==> config.mk <==
export PLATFORM = sky130hd
export DESIGN_NAME = ps2_mouse_tracker
export DESIGN_NICKNAME = d
export VERILOG_FILES = /design/src/rtl/ps2_mouse_tracker_pkg.sv /design/src/rtl/ps2_rx_byte.sv /design/src/rtl/ps2_mouse_tracker.sv
export SDC_FILE = /design/constraint.sdc
export NUM_CORES = 1
export LEC_CHECK = 0
export CAP_MARGIN = 20
export CORE_MARGIN = 3
export CORE_UTILIZATION = 40
export DETAILED_ROUTE_END_ITERATION = 16
export PLACE_DENSITY_LB_ADDON = 0.3
export SLEW_MARGIN = 15
export SYNTH_ARGS = -nofsm -noshare
export SYNTH_HDL_FRONTEND = slang
export SYNTH_SLANG_ARGS = --single-unit
==> constraint.sdc <==
create_clock -name clk -period 2.5 [get_ports clk]
set_input_delay 0.375 -clock clk [delete_from_list [all_inputs] [get_ports clk]]
set_output_delay 0.375 -clock clk [all_outputs]
set_load 0.02 [all_outputs]
==> src/rtl/ps2_mouse_tracker_pkg.sv <==
// Shared PS/2 framing constants, mouse packet layout and screen defaults.
// Imported by the byte receiver and the cursor tracker.
package ps2_mouse_tracker_pkg;

  localparam int   PS2_DATA_BITS  = 8;
  localparam logic PS2_ODD_PARITY = 1'b1;

  // Byte0 flag bit positions of a standard 3-byte movement packet
  localparam int FLAG_L       = 0;
  localparam int FLAG_R       = 1;
  localparam int FLAG_ALWAYS1 = 3;
  localparam int FLAG_XSIGN   = 4;
  localparam int FLAG_YSIGN   = 5;
  localparam int FLAG_XOVF    = 6;
  localparam int FLAG_YOVF    = 7;

  localparam int DEFAULT_SCREEN_W = 640;
  localparam int DEFAULT_SCREEN_H = 480;

  typedef enum logic [1:0] {
    FR_IDLE   = 2'd0,
    FR_DATA   = 2'd1,
    FR_PARITY = 2'd2,
    FR_STOP   = 2'd3
  } frame_state_e;

  typedef enum logic [1:0] {
    PKT_BYTE0 = 2'd0,
    PKT_BYTE1 = 2'd1,
    PKT_BYTE2 = 2'd2
  } pkt_state_e;

  typedef struct packed {
    logic yovf;
    logic xovf;
    logic ysign;
    logic xsign;
    logic right;
    logic left;
  } pkt_flags_t;

  // Clamp an 11-bit signed coordinate into 0..hi
  function automatic logic [9:0] clamp_coord(input logic signed [10:0] v, input int hi);
    if (v < 11'sd0) return 10'd0;
    if (int'(v) > hi) return 10'(hi);
    return v[9:0];
  endfunction

endpackage

==> src/rtl/ps2_rx_byte.sv <==
// PS/2 device-to-host byte receiver: input synchronizers, falling-edge detect,
// 11-bit frame FSM and an inactivity timeout counter.
module ps2_rx_byte
  import ps2_mouse_tracker_pkg::*;
#(
  parameter int TIMEOUT_CYCLES = 100000
) (
  input  logic       clk,
  input  logic       reset,
  input  logic       ps2_clk,
  input  logic       ps2_data,
  output logic       byte_valid,
  output logic [7:0] byte_data,
  output logic       byte_error,
  output logic       timeout,
  output logic       busy
);

  localparam int CW = $clog2(TIMEOUT_CYCLES + 1);
  localparam logic [CW-1:0] TO_MAX  = CW'(TIMEOUT_CYCLES);
  localparam logic [CW-1:0] TO_LAST = CW'(TIMEOUT_CYCLES - 1);

  logic [2:0]   clk_sync_q;
  logic [1:0]   dat_sync_q;
  frame_state_e state_q, state_d;
  logic [2:0]   bit_cnt_q, bit_cnt_d;
  logic [7:0]   shift_q, shift_d;
  logic         parity_q, parity_d;
  logic         valid_q, valid_d;
  logic         error_q, error_d;
  logic [CW-1:0] cnt_q, cnt_d;

  logic fall, bit_in, timeout_hit;

  // Bus idles high, so the synchronizers reset to 1 to avoid a phantom edge
  always_ff @(posedge clk or posedge reset) begin
    if (reset) begin
      clk_sync_q <= 3'b111;
      dat_sync_q <= 2'b11;
    end else begin
      clk_sync_q <= {clk_sync_q[1:0], ps2_clk};
      dat_sync_q <= {dat_sync_q[0], ps2_data};
    end
  end

  assign fall        = clk_sync_q[2] & ~clk_sync_q[1];
  assign bit_in      = dat_sync_q[1];
  assign timeout_hit = (cnt_q == TO_LAST);

  always_comb begin
    state_d   = state_q;
    bit_cnt_d = bit_cnt_q;
    shift_d   = shift_q;
    parity_d  = parity_q;
    valid_d   = 1'b0;
    error_d   = 1'b0;

    if (fall)                cnt_d = '0;
    else if (cnt_q != TO_MAX) cnt_d = cnt_q + 1'b1;
    else                     cnt_d = cnt_q;

    // Timeout wins over an edge arriving in the same cycle
    if (timeout_hit) begin
      state_d = FR_IDLE;
    end else if (fall) begin
      case (state_q)
        FR_IDLE: begin
          if (!bit_in) begin
            bit_cnt_d = '0;
            state_d   = FR_DATA;
          end
        end
        FR_DATA: begin
          shift_d   = {bit_in, shift_q[7:1]};
          bit_cnt_d = bit_cnt_q + 3'd1;
          if (bit_cnt_q == 3'(PS2_DATA_BITS - 1)) state_d = FR_PARITY;
        end
        FR_PARITY: begin
          parity_d = bit_in;
          state_d  = FR_STOP;
        end
        FR_STOP: begin
          if (((^shift_q) ^ parity_q) == PS2_ODD_PARITY && bit_in) valid_d = 1'b1;
          else                                                   error_d = 1'b1;
          state_d = FR_IDLE;
        end
        default: state_d = FR_IDLE;
      endcase
    end
  end

  always_ff @(posedge clk or posedge reset) begin
    if (reset) begin
      state_q   <= FR_IDLE;
      bit_cnt_q <= '0;
      shift_q   <= '0;
      parity_q  <= 1'b0;
      valid_q   <= 1'b0;
      error_q   <= 1'b0;
      cnt_q     <= '0;
    end else begin
      state_q   <= state_d;
      bit_cnt_q <= bit_cnt_d;
      shift_q   <= shift_d;
      parity_q  <= parity_d;
      valid_q   <= valid_d;
      error_q   <= error_d;
      cnt_q     <= cnt_d;
    end
  end

  assign byte_valid = valid_q;
  assign byte_error = error_q;
  assign byte_data  = shift_q;
  assign timeout    = timeout_hit;
  assign busy       = (state_q != FR_IDLE);

endmodule

==> src/rtl/ps2_mouse_tracker.sv <==
// PS/2 mouse packet decoder and screen-clamped absolute cursor accumulator,
// feeding integer pixel coordinates to the rope simulation.
module ps2_mouse_tracker
  import ps2_mouse_tracker_pkg::*;
#(
  parameter int SCREEN_W       = DEFAULT_SCREEN_W,
  parameter int SCREEN_H       = DEFAULT_SCREEN_H,
  parameter int INIT_X         = 320,
  parameter int INIT_Y         = 240,
  parameter int TIMEOUT_CYCLES = 100000
) (
  input  logic       clk,
  input  logic       reset,
  input  logic       ps2_clk,
  input  logic       ps2_data,
  output logic [9:0] mouse_x,
  output logic [9:0] mouse_y,
  output logic       mouse_left,
  output logic       mouse_right,
  output logic       pos_update,
  output logic       frame_error
);

  logic       byte_valid, byte_error, rx_timeout, rx_busy;
  logic [7:0] byte_data;

  ps2_rx_byte #(.TIMEOUT_CYCLES(TIMEOUT_CYCLES)) u_rx (
    .clk        (clk),
    .reset      (reset),
    .ps2_clk    (ps2_clk),
    .ps2_data   (ps2_data),
    .byte_valid (byte_valid),
    .byte_data  (byte_data),
    .byte_error (byte_error),
    .timeout    (rx_timeout),
    .busy       (rx_busy)
  );

  pkt_state_e pkt_q, pkt_d;
  pkt_flags_t flags_q, flags_d;
  logic [7:0] dx_q, dx_d;
  logic [9:0] x_q, x_d, y_q, y_d;
  logic       left_q, left_d, right_q, right_d;
  logic       upd_q, upd_d, ferr_q, ferr_d;

  logic signed [10:0] dx_s, dy_s, sum_x, sum_y;

  always_comb begin
    pkt_d   = pkt_q;
    flags_d = flags_q;
    dx_d    = dx_q;
    x_d     = x_q;
    y_d     = y_q;
    left_d  = left_q;
    right_d = right_q;
    upd_d   = 1'b0;
    ferr_d  = 1'b0;

    // dy comes straight off the wire, so the commit happens on byte2's valid
    dx_s  = flags_q.xovf ? 11'sd0 : {{3{flags_q.xsign}}, dx_q};
    dy_s  = flags_q.yovf ? 11'sd0 : {{3{flags_q.ysign}}, byte_data};
    sum_x = $signed({1'b0, x_q}) + dx_s;
    sum_y = $signed({1'b0, y_q}) - dy_s;

    if (rx_timeout) begin
      if (rx_busy || pkt_q != PKT_BYTE0) ferr_d = 1'b1;
      pkt_d = PKT_BYTE0;
    end else if (byte_error) begin
      ferr_d = 1'b1;
      pkt_d  = PKT_BYTE0;
    end else if (byte_valid) begin
      case (pkt_q)
        PKT_BYTE0: begin
          if (byte_data[FLAG_ALWAYS1]) begin
            flags_d.left  = byte_data[FLAG_L];
            flags_d.right = byte_data[FLAG_R];
            flags_d.xsign = byte_data[FLAG_XSIGN];
            flags_d.ysign = byte_data[FLAG_YSIGN];
            flags_d.xovf  = byte_data[FLAG_XOVF];
            flags_d.yovf  = byte_data[FLAG_YOVF];
            pkt_d         = PKT_BYTE1;
          end else begin
            ferr_d = 1'b1;
          end
        end
        PKT_BYTE1: begin
          dx_d  = byte_data;
          pkt_d = PKT_BYTE2;
        end
        PKT_BYTE2: begin
          x_d     = clamp_coord(sum_x, SCREEN_W - 1);
          y_d     = clamp_coord(sum_y, SCREEN_H - 1);
          left_d  = flags_q.left;
          right_d = flags_q.right;
          upd_d   = 1'b1;
          pkt_d   = PKT_BYTE0;
        end
        default: pkt_d = PKT_BYTE0;
      endcase
    end
  end

  always_ff @(posedge clk or posedge reset) begin
    if (reset) begin
      pkt_q   <= PKT_BYTE0;
      flags_q <= '0;
      dx_q    <= '0;
      x_q     <= 10'(INIT_X);
      y_q     <= 10'(INIT_Y);
      left_q  <= 1'b0;
      right_q <= 1'b0;
      upd_q   <= 1'b0;
      ferr_q  <= 1'b0;
    end else begin
      pkt_q   <= pkt_d;
      flags_q <= flags_d;
      dx_q    <= dx_d;
      x_q     <= x_d;
      y_q     <= y_d;
      left_q  <= left_d;
      right_q <= right_d;
      upd_q   <= upd_d;
      ferr_q  <= ferr_d;
    end
  end

  assign mouse_x     = x_q;
  assign mouse_y     = y_q;
  assign mouse_left  = left_q;
  assign mouse_right = right_q;
  assign pos_update  = upd_q;
  assign frame_error = ferr_q;

endmodule
==> results.yml <==
outcome:
  status: "finished, violations left"
  violations: "setup timing"
die:
  dieArea_um2: 12600
  row_count: 38
  dieWidth_um: 112
  fp.dieH_um: 112
  start_util_pct: 41.4
  core-area_um2: 10900
  ios: 28
routing:
  routed_via_density: 5.25
  drtIter0Drc: 198
  routed_wl_mm: 10.5
  drc: 0
  routedWlPerCell_um: 15.3
  drt-pass1-iter-count: 4
  drtAntennaViolNets: 0
  vias: 3598
final_layout:
  layout-drive-gt1-share_pct: 34.7
  final_cell_area_um2: 6220
  area_delta_synth_final_pct: 37.6
  num-nets-final: 576
  diodes: 0
  nFillCells: 943
  multiInputGateArea_um2: 2890
  regArea_um2: 1970
sta:
  slew_headroom_pct: 61.3
  rsz0062_at_grt: "true"
  fin_crit_ns: 2.58
  fmaxAchievable_mhz: 388
  fin_ws_ns: -0.0794
  setup_viol: 8
  final.period_utilization_pct: 103
  skew_ns: 0.00541
  fin_worst_hold_slack_ns: 0.354
  drv_slew: 0
  worst_slew_pin_slew_ns: 0.577
  hold_viol_final: 0
hold_path:
  hold_class: "register to register"
  hp-start: "u_rx.clk_sync_q[0]"
  hold_end: "u_rx.clk_sync_q[1]"
  whs_path_depth: 0
pwr:
  power_leakage_nw: 2.81
  power.density_nw_per_um2: 898
  power_mw: 5.59
  ir_worst_vdd_v: 0.000651
synth:
  synth_fp_nets: 482
  synth_seq_area_share_pct: 43.4
  synth_cells: 446
  ys_types: 57
  synth_area_um2: 4520
  synth_area_per_cell_um2: 10.1
  async_flop_share_pct: 100
  yosys.area.top_type: "dfrtp_1"
  netlist.area_leader.share_pct: 37.1
  ys_ff_latch: 78
  yosysWarnings: 0
  synth-edff-count: 0
  synth_area_leaders: "dfrtp_1 (37%), ha_1 (8.3%), dfstp_2 (6.4%)"
  ys.flop_type: "dfrtp_1"
critical_path:
  timing.rr.start: "flags_q[5]"
  cp.required_ns: 2.77
  critPathMaxFanout: 8
  rrSetupSlack_ns: -0.08
  r2r-end: "mouse_y[5]"
  reg2regPathDepth: 12
  crit_type: "register to register"
  cp-end-kind: "register"
  start_kind: "register"
  cp.arrival_ns: 2.85
clock_tree:
  max-clock-path-buffers: 2
  numCtsBuffers: 9
  cts.sinks: 78
  h-tree-depth: 3
  clock_latency_ns: 0.34
  cts_root_buffer: "clkbuf_16"
  clkTransAtPathRegs_ns: 0.06
  ctsHoldBuffers: 0
  cts_tree: "done"
grt:
  grt_max_degree: 41
  antenna_found_initial: 0
  track_usage_pct: 16.2
  grt_pass1_vias: 3532
  overflow: 0
  grt_pass1_wl_mm: 16.8
placed_design:
  place.gp.congestion: 0.889
  pre_cts_slack_ns: -0.345
  port_buffers: 27
  post-dp-hpwl_mm: 7.20
  place_area_um2: 5350
flow_run:
  drv_cap: 0
cell usage after synthesis, drive strengths merged (4+ instances only):
cell type / number
and3: 4
buf: 5
o21ai: 24
nand3: 10
nor2b: 17
nor3: 9
inv: 19
a21oi: 25
or3: 4
nand2b: 19
ha: 30
clkbuf: 4
o211ai: 7
nand4: 5
dfrtp: 67
nand2: 37
xor2: 11
mux2i: 6
a21o: 7
mux2: 24
dfstp: 11
xnor2: 19
nor2: 41
power breakdown:
group	switching [mW]	internal (mW)	total, mW
logic	1.23	1.37	2.60
registers	0.149	1.43	1.58
clock network	0.510	0.897	1.41
metrics by stage:
step / std cells / utilization [%] / setup TNS (ns)
after CTS: 680 / 53.6 / -0.671
after global routing: 685 / 56.9 / -1.95
after global placement: 658 / 48.9 / -1.35
after floorplan: 446 / - / -0.000551
final: 685 / 56.9 / -0.337
after detailed placement: 658 / 48.9 / -2.69
kinds of logic after synthesis:
kind of cell,Yosys count,share of synthesized area [%]
fa+ha+maj,32,9.18
flops,78,43.4
buf+inv,28,2.77
simple gates,162,18.9
compound gates,86,11.9
mux,30,7.96
xor+xnor,30,5.81
critical path, cell delays in order, from the launching register on:
cell,delay (ns)
dfrtp_2,0.47
nand2b_4,0.17
ha_4,0.21
nor2b_4,0.13
o211ai_1,0.19
buf_4,0.18
buf_6,0.10
nand4b_1,0.14
o311ai_4,0.09
buf_4,0.16
nor4bb_4,0.36
nor2_1,0.07
a32o_1,0.22
sequential cells by signal, summed over array words and instances, names as in the netlist:
name	count
pkt_q	2
u_rx.byte_error	1
u_rx.byte_data	8
mouse_right	1
mouse_left	1
u_rx.cnt_q	17
u_rx.clk_sync_q	3
u_rx.parity_q	1
u_rx.state_q	2
u_rx.bit_cnt_q	3
frame_error	1
dx_q	8
mouse_x	10
flags_q	6
pos_update	1
u_rx.dat_sync_q	2
mouse_y	10
u_rx.byte_valid	1
cells in the final DEF (no fill, tap or decap), types with 10 or more instances in the layout:
cell,netlist,final
nand3_1,10,10
a21oi_1,25,18
nand2b_1,19,11
clkdlybuf4s50_1,0,27
buf_4,3,59
ha_1,30,20
nor2_1,41,35
mux2_2,16,15
dfrtp_1,67,66
nand2_1,36,35
xnor2_1,19,19
nor2b_1,16,11
inv_1,18,16
dfstp_2,11,11
xor2_1,11,11
area by class of cell:
cell class / instances / area share (%)
Sequential cell: 78 / 31.6
Clock inverter: 6 / 1.37
Timing Repair Buffer: 92 / 12.8
Multi-Input combinational cell: 340 / 46.4
Tap cell: 140 / 2.81
Inverter: 19 / 1.17
Clock buffer: 10 / 3.84
metal layers:
metal,global-route usage (%),routed length [um]
met4,4.17,97
met2,26.4,5150
met1,21.7,4960
met3,4.31,308
met5,0,0
worst max path at each step:
stage | start | endpoint | slack (ns) | cells past startpoint
5_1_grt | flags_q[5] | mouse_y[5] | -0.17 | 12
6_report | flags_q[5] | mouse_y[5] | -0.08 | 12
3_3_place_gp | flags_q[5] | mouse_y[0] | -0.23 | 11
4_1_cts | u_rx.byte_data[0] | mouse_y[2] | -0.11 | 11
2_1_floorplan | mouse_y[6] | mouse_y[0] | -0.0003 | 8
3_5_place_dp | flags_q[5] | mouse_y[0] | -0.35 | 11
what timing repair did:
item                       in CTS  in global routing
setup buffers                   6                  6
setup endpoints to repair      31                 42
gates resized for setup        31                 73
pin swaps                      14                 32
Note: power is estimated with default switching activity, not from simulation.
==> RTL change: new RTL, same settings <==
Encoding of `pkt_state_e`: now one-hot (3 bits for 3 states).
--- a/src/rtl/ps2_mouse_tracker_pkg.sv
+++ b/src/rtl/ps2_mouse_tracker_pkg.sv
@@ -26,6 +26,6 @@
 
-  typedef enum logic [1:0] {
-    PKT_BYTE0 = 2'd0,
-    PKT_BYTE1 = 2'd1,
-    PKT_BYTE2 = 2'd2
+  typedef enum logic [2:0] {
+    PKT_BYTE0 = 3'b001,
+    PKT_BYTE1 = 3'b010,
+    PKT_BYTE2 = 3'b100
   } pkt_state_e;
Formal check against the unedited RTL: same outputs for any inputs over 10 cycles, from zero or initial values and one cycle with reset high; not proved beyond that.
==> RTL change against the original RTL <==
  * Worst setup slack better by 0.13 ns
  * Clock power down 4%
  * First-iteration DRC count decreased by 2.5%
  * Wire length is 10% lower
  * Clock skew is 0.0019 ns higher
  * Final area fell by 7.2%
  * Total power down 14%
  * Area after synthesis grew 0.22%
  * Sequential cell count rose by 1
  * Core utilization decreased by 4.1 points
  * Critical endpoint is now mouse_x[1]$_DFFE_PP0P_
==> RTL change: results (changes against the original RTL) <==
| Metric | Value |
|---|---|
| Crit Path Max Fanout | 7 (-1) |
| Clock skew | 0.00731 ns (+0.00190 ns) |
| Maximum number of pins on one net before global-route repair | 80 (+95%) |
| Number of global-route vias before repair | 3339 (-5.5%) |
| Number of flip-flops under the largest register name | 17 (unchanged) |
| Worst Hold Depth | 0 (unchanged) |
| Top metal layer carrying routed signals | met4 |
| Worst r2r src | flags_q[4]$_DFFE_PP0P_ |
| Final nets | 529 (-8.2%) |
| Routed met2 length | 4840 µm (-6.0%) |
| Routed wirelength normalized by instance count | 14.8 µm (-3.6%) |
| R2R depth | 11 (-1) |
| Worst-path cell with the longest stage delay | sky130_fd_sc_hd__dfrtp_1 |
| Met1 Routed Length | 4250 µm (-14%) |
| Wire length of the first global-routing pass | 15600 µm (-7.2%) |
| Detailed Place HPWL | 6730 µm (-6.6%) |
| Count of unique library cells instantiated by Yosys | 59 (+3.5%) |
| Fill cell total of the finished layout | 957 (+1.5%) |
| Part of the Yosys area used for sequential elements | 43.9% (+0.48 points) |
| Antenna diode count | 0 (unchanged) |
| Fraction of layout cells with a size suffix above 1 | 28.5% (-6.2 points) |
| GRT Resource Usage Total | 15.0% (-1.2 points) |
| Outcome | complete, no violations |
| Largest incremental delay on the critical path | 0.40 ns (-0.07 ns) |
| Post-Synthesis Net Count | 469 (-2.7%) |
| Top cells by area, synth | sky130_fd_sc_hd__dfrtp_1, sky130_fd_sc_hd__ha_1, sky130_fd_sc_hd__dfstp_2 |
| Critical path startpoint | flags_q[4]$_DFFE_PP0P_ |
| Routed via count divided by cell count | 5.28 (+0.47%) |
| List of most frequent post-synthesis cells | sky130_fd_sc_hd__dfrtp_1, sky130_fd_sc_hd__nand2_1, sky130_fd_sc_hd__nor2_1 |
| Drt initial violations | 193 (-2.5%) |
| Worst-margin pin slew | 0.492 ns (-0.0859 ns) |
| Peak supply drop | 415 µV (-36%) |
| Start point of the worst min-delay path | u_rx.dat_sync_q[0]$_DFF_PP1_ |
| Primary FF master, synth | sky130_fd_sc_hd__dfrtp_1 |
| Total leakage power | 0.00259 µW (-7.9%) |
| Wire length on met3 | 275 µm (-11%) |
| Data arrival at the endpoint of the critical path | 2.69 ns (-0.16 ns) |
| Worst slack after detailed placement | -0.0751 ns (+0.270 ns) |
| Final estimated routing congestion in global placement | 0.872 (-1.9%) |
| Delay-heaviest family, CP | compound AO/OA/AOI/OAI gates |
[RTL change: worst paths after layout]
| kind | to | slack (ns) |
|---|---|---|
| max reg2reg | mouse_x[1]$_DFFE_PP0P_ | 0.05 |
| min reg2reg | u_rx.dat_sync_q[1]$_DFF_PP1_ | 0.35 |
| min | u_rx.dat_sync_q[1]$_DFF_PP1_ | 0.35 |
| max | mouse_x[1]$_DFFE_PP0P_ | 0.05 |
| max in group asynchronous | mouse_x[6]$_DFFE_PP1P_ | 1.70 |
| min in group asynchronous | mouse_y[8]$_DFFE_PP0P_ | 0.45 |
[RTL change: metal layers]
metal	vias up	track usage, %
li1	1645	-
met1	1664	18.4
met2	49	26.3
met3	9	4.37
met4	0	3.13
met5	-	0
[RTL change: timing repair]
item / CTS / global route
resized for setup: 4 / 48
endpoints found under the setup margin: 5 / 19
setup buffers: 1 / 3
pin swaps: 2 / 22
hold buffers: 0 / 0
[RTL change: cell type report]
| type | instances | area [µm²] | area share, % |
|---|---|---|---|
| multi-input cells | 329 | 2710 | 46.8 |
| repair buffers | 58 | 536 | 9.27 |
| clock inverters | 4 | 70.1 | 1.21 |
| flip-flops and latches | 79 | 1990 | 34.5 |
| clock buffers | 12 | 236 | 4.09 |
| inverters | 16 | 61.3 | 1.06 |
| well taps | 140 | 175 | 3.03 |
[RTL change: cell families (layout without fill, tap and decap cells)]
logic type / after synthesis / in the layout / synth area share, %
and+or+nand+nor: 157 / 157 / 18.7
DFF: 79 / 79 / 43.9
AOI/OAI and AO/OA: 77 / 77 / 12.3
xor gates and xnor gates: 37 / 37 / 7.31
adders and majority gates: 32 / 32 / 9.16
muxes: 26 / 26 / 6.40
buffers and inverters: 25 / 90 / 2.21
[RTL change: stage by stage]
step                instances  setup TNS, ns  area, µm²  utilization [%]
floorplan                 433              0       4540                -
global placement          618              0       5170             47.3
detailed placement        618         -0.132       5170             47.3
CTS                       635              0       5500             50.3
global route              638         -0.496       5780             52.8
finish                    638              0       5780             52.8
[RTL change: worst register-to-register path: stages (launching register included)]
cell                       delay (ns)
sky130_fd_sc_hd__dfrtp_1         0.40
sky130_fd_sc_hd__nor2b_1         0.13
sky130_fd_sc_hd__ha_2            0.19
sky130_fd_sc_hd__inv_2           0.04
sky130_fd_sc_hd__fa_2            0.35
sky130_fd_sc_hd__nand2b_4        0.16
sky130_fd_sc_hd__a21oi_4         0.19
sky130_fd_sc_hd__o41ai_2         0.07
sky130_fd_sc_hd__nand3b_1        0.18
sky130_fd_sc_hd__and2_4          0.16
sky130_fd_sc_hd__o21a_4          0.24
sky130_fd_sc_hd__a221oi_4        0.25
[RTL change: power by group]
part | switching [µW] | leakage (µW) | internal, µW
Clock | 488 | 0.000151 | 872
Combinational | 921 | 0.00140 | 928
Sequential | 133 | 0.00104 | 1440
Total | 1540 | 0.00259 | 3240
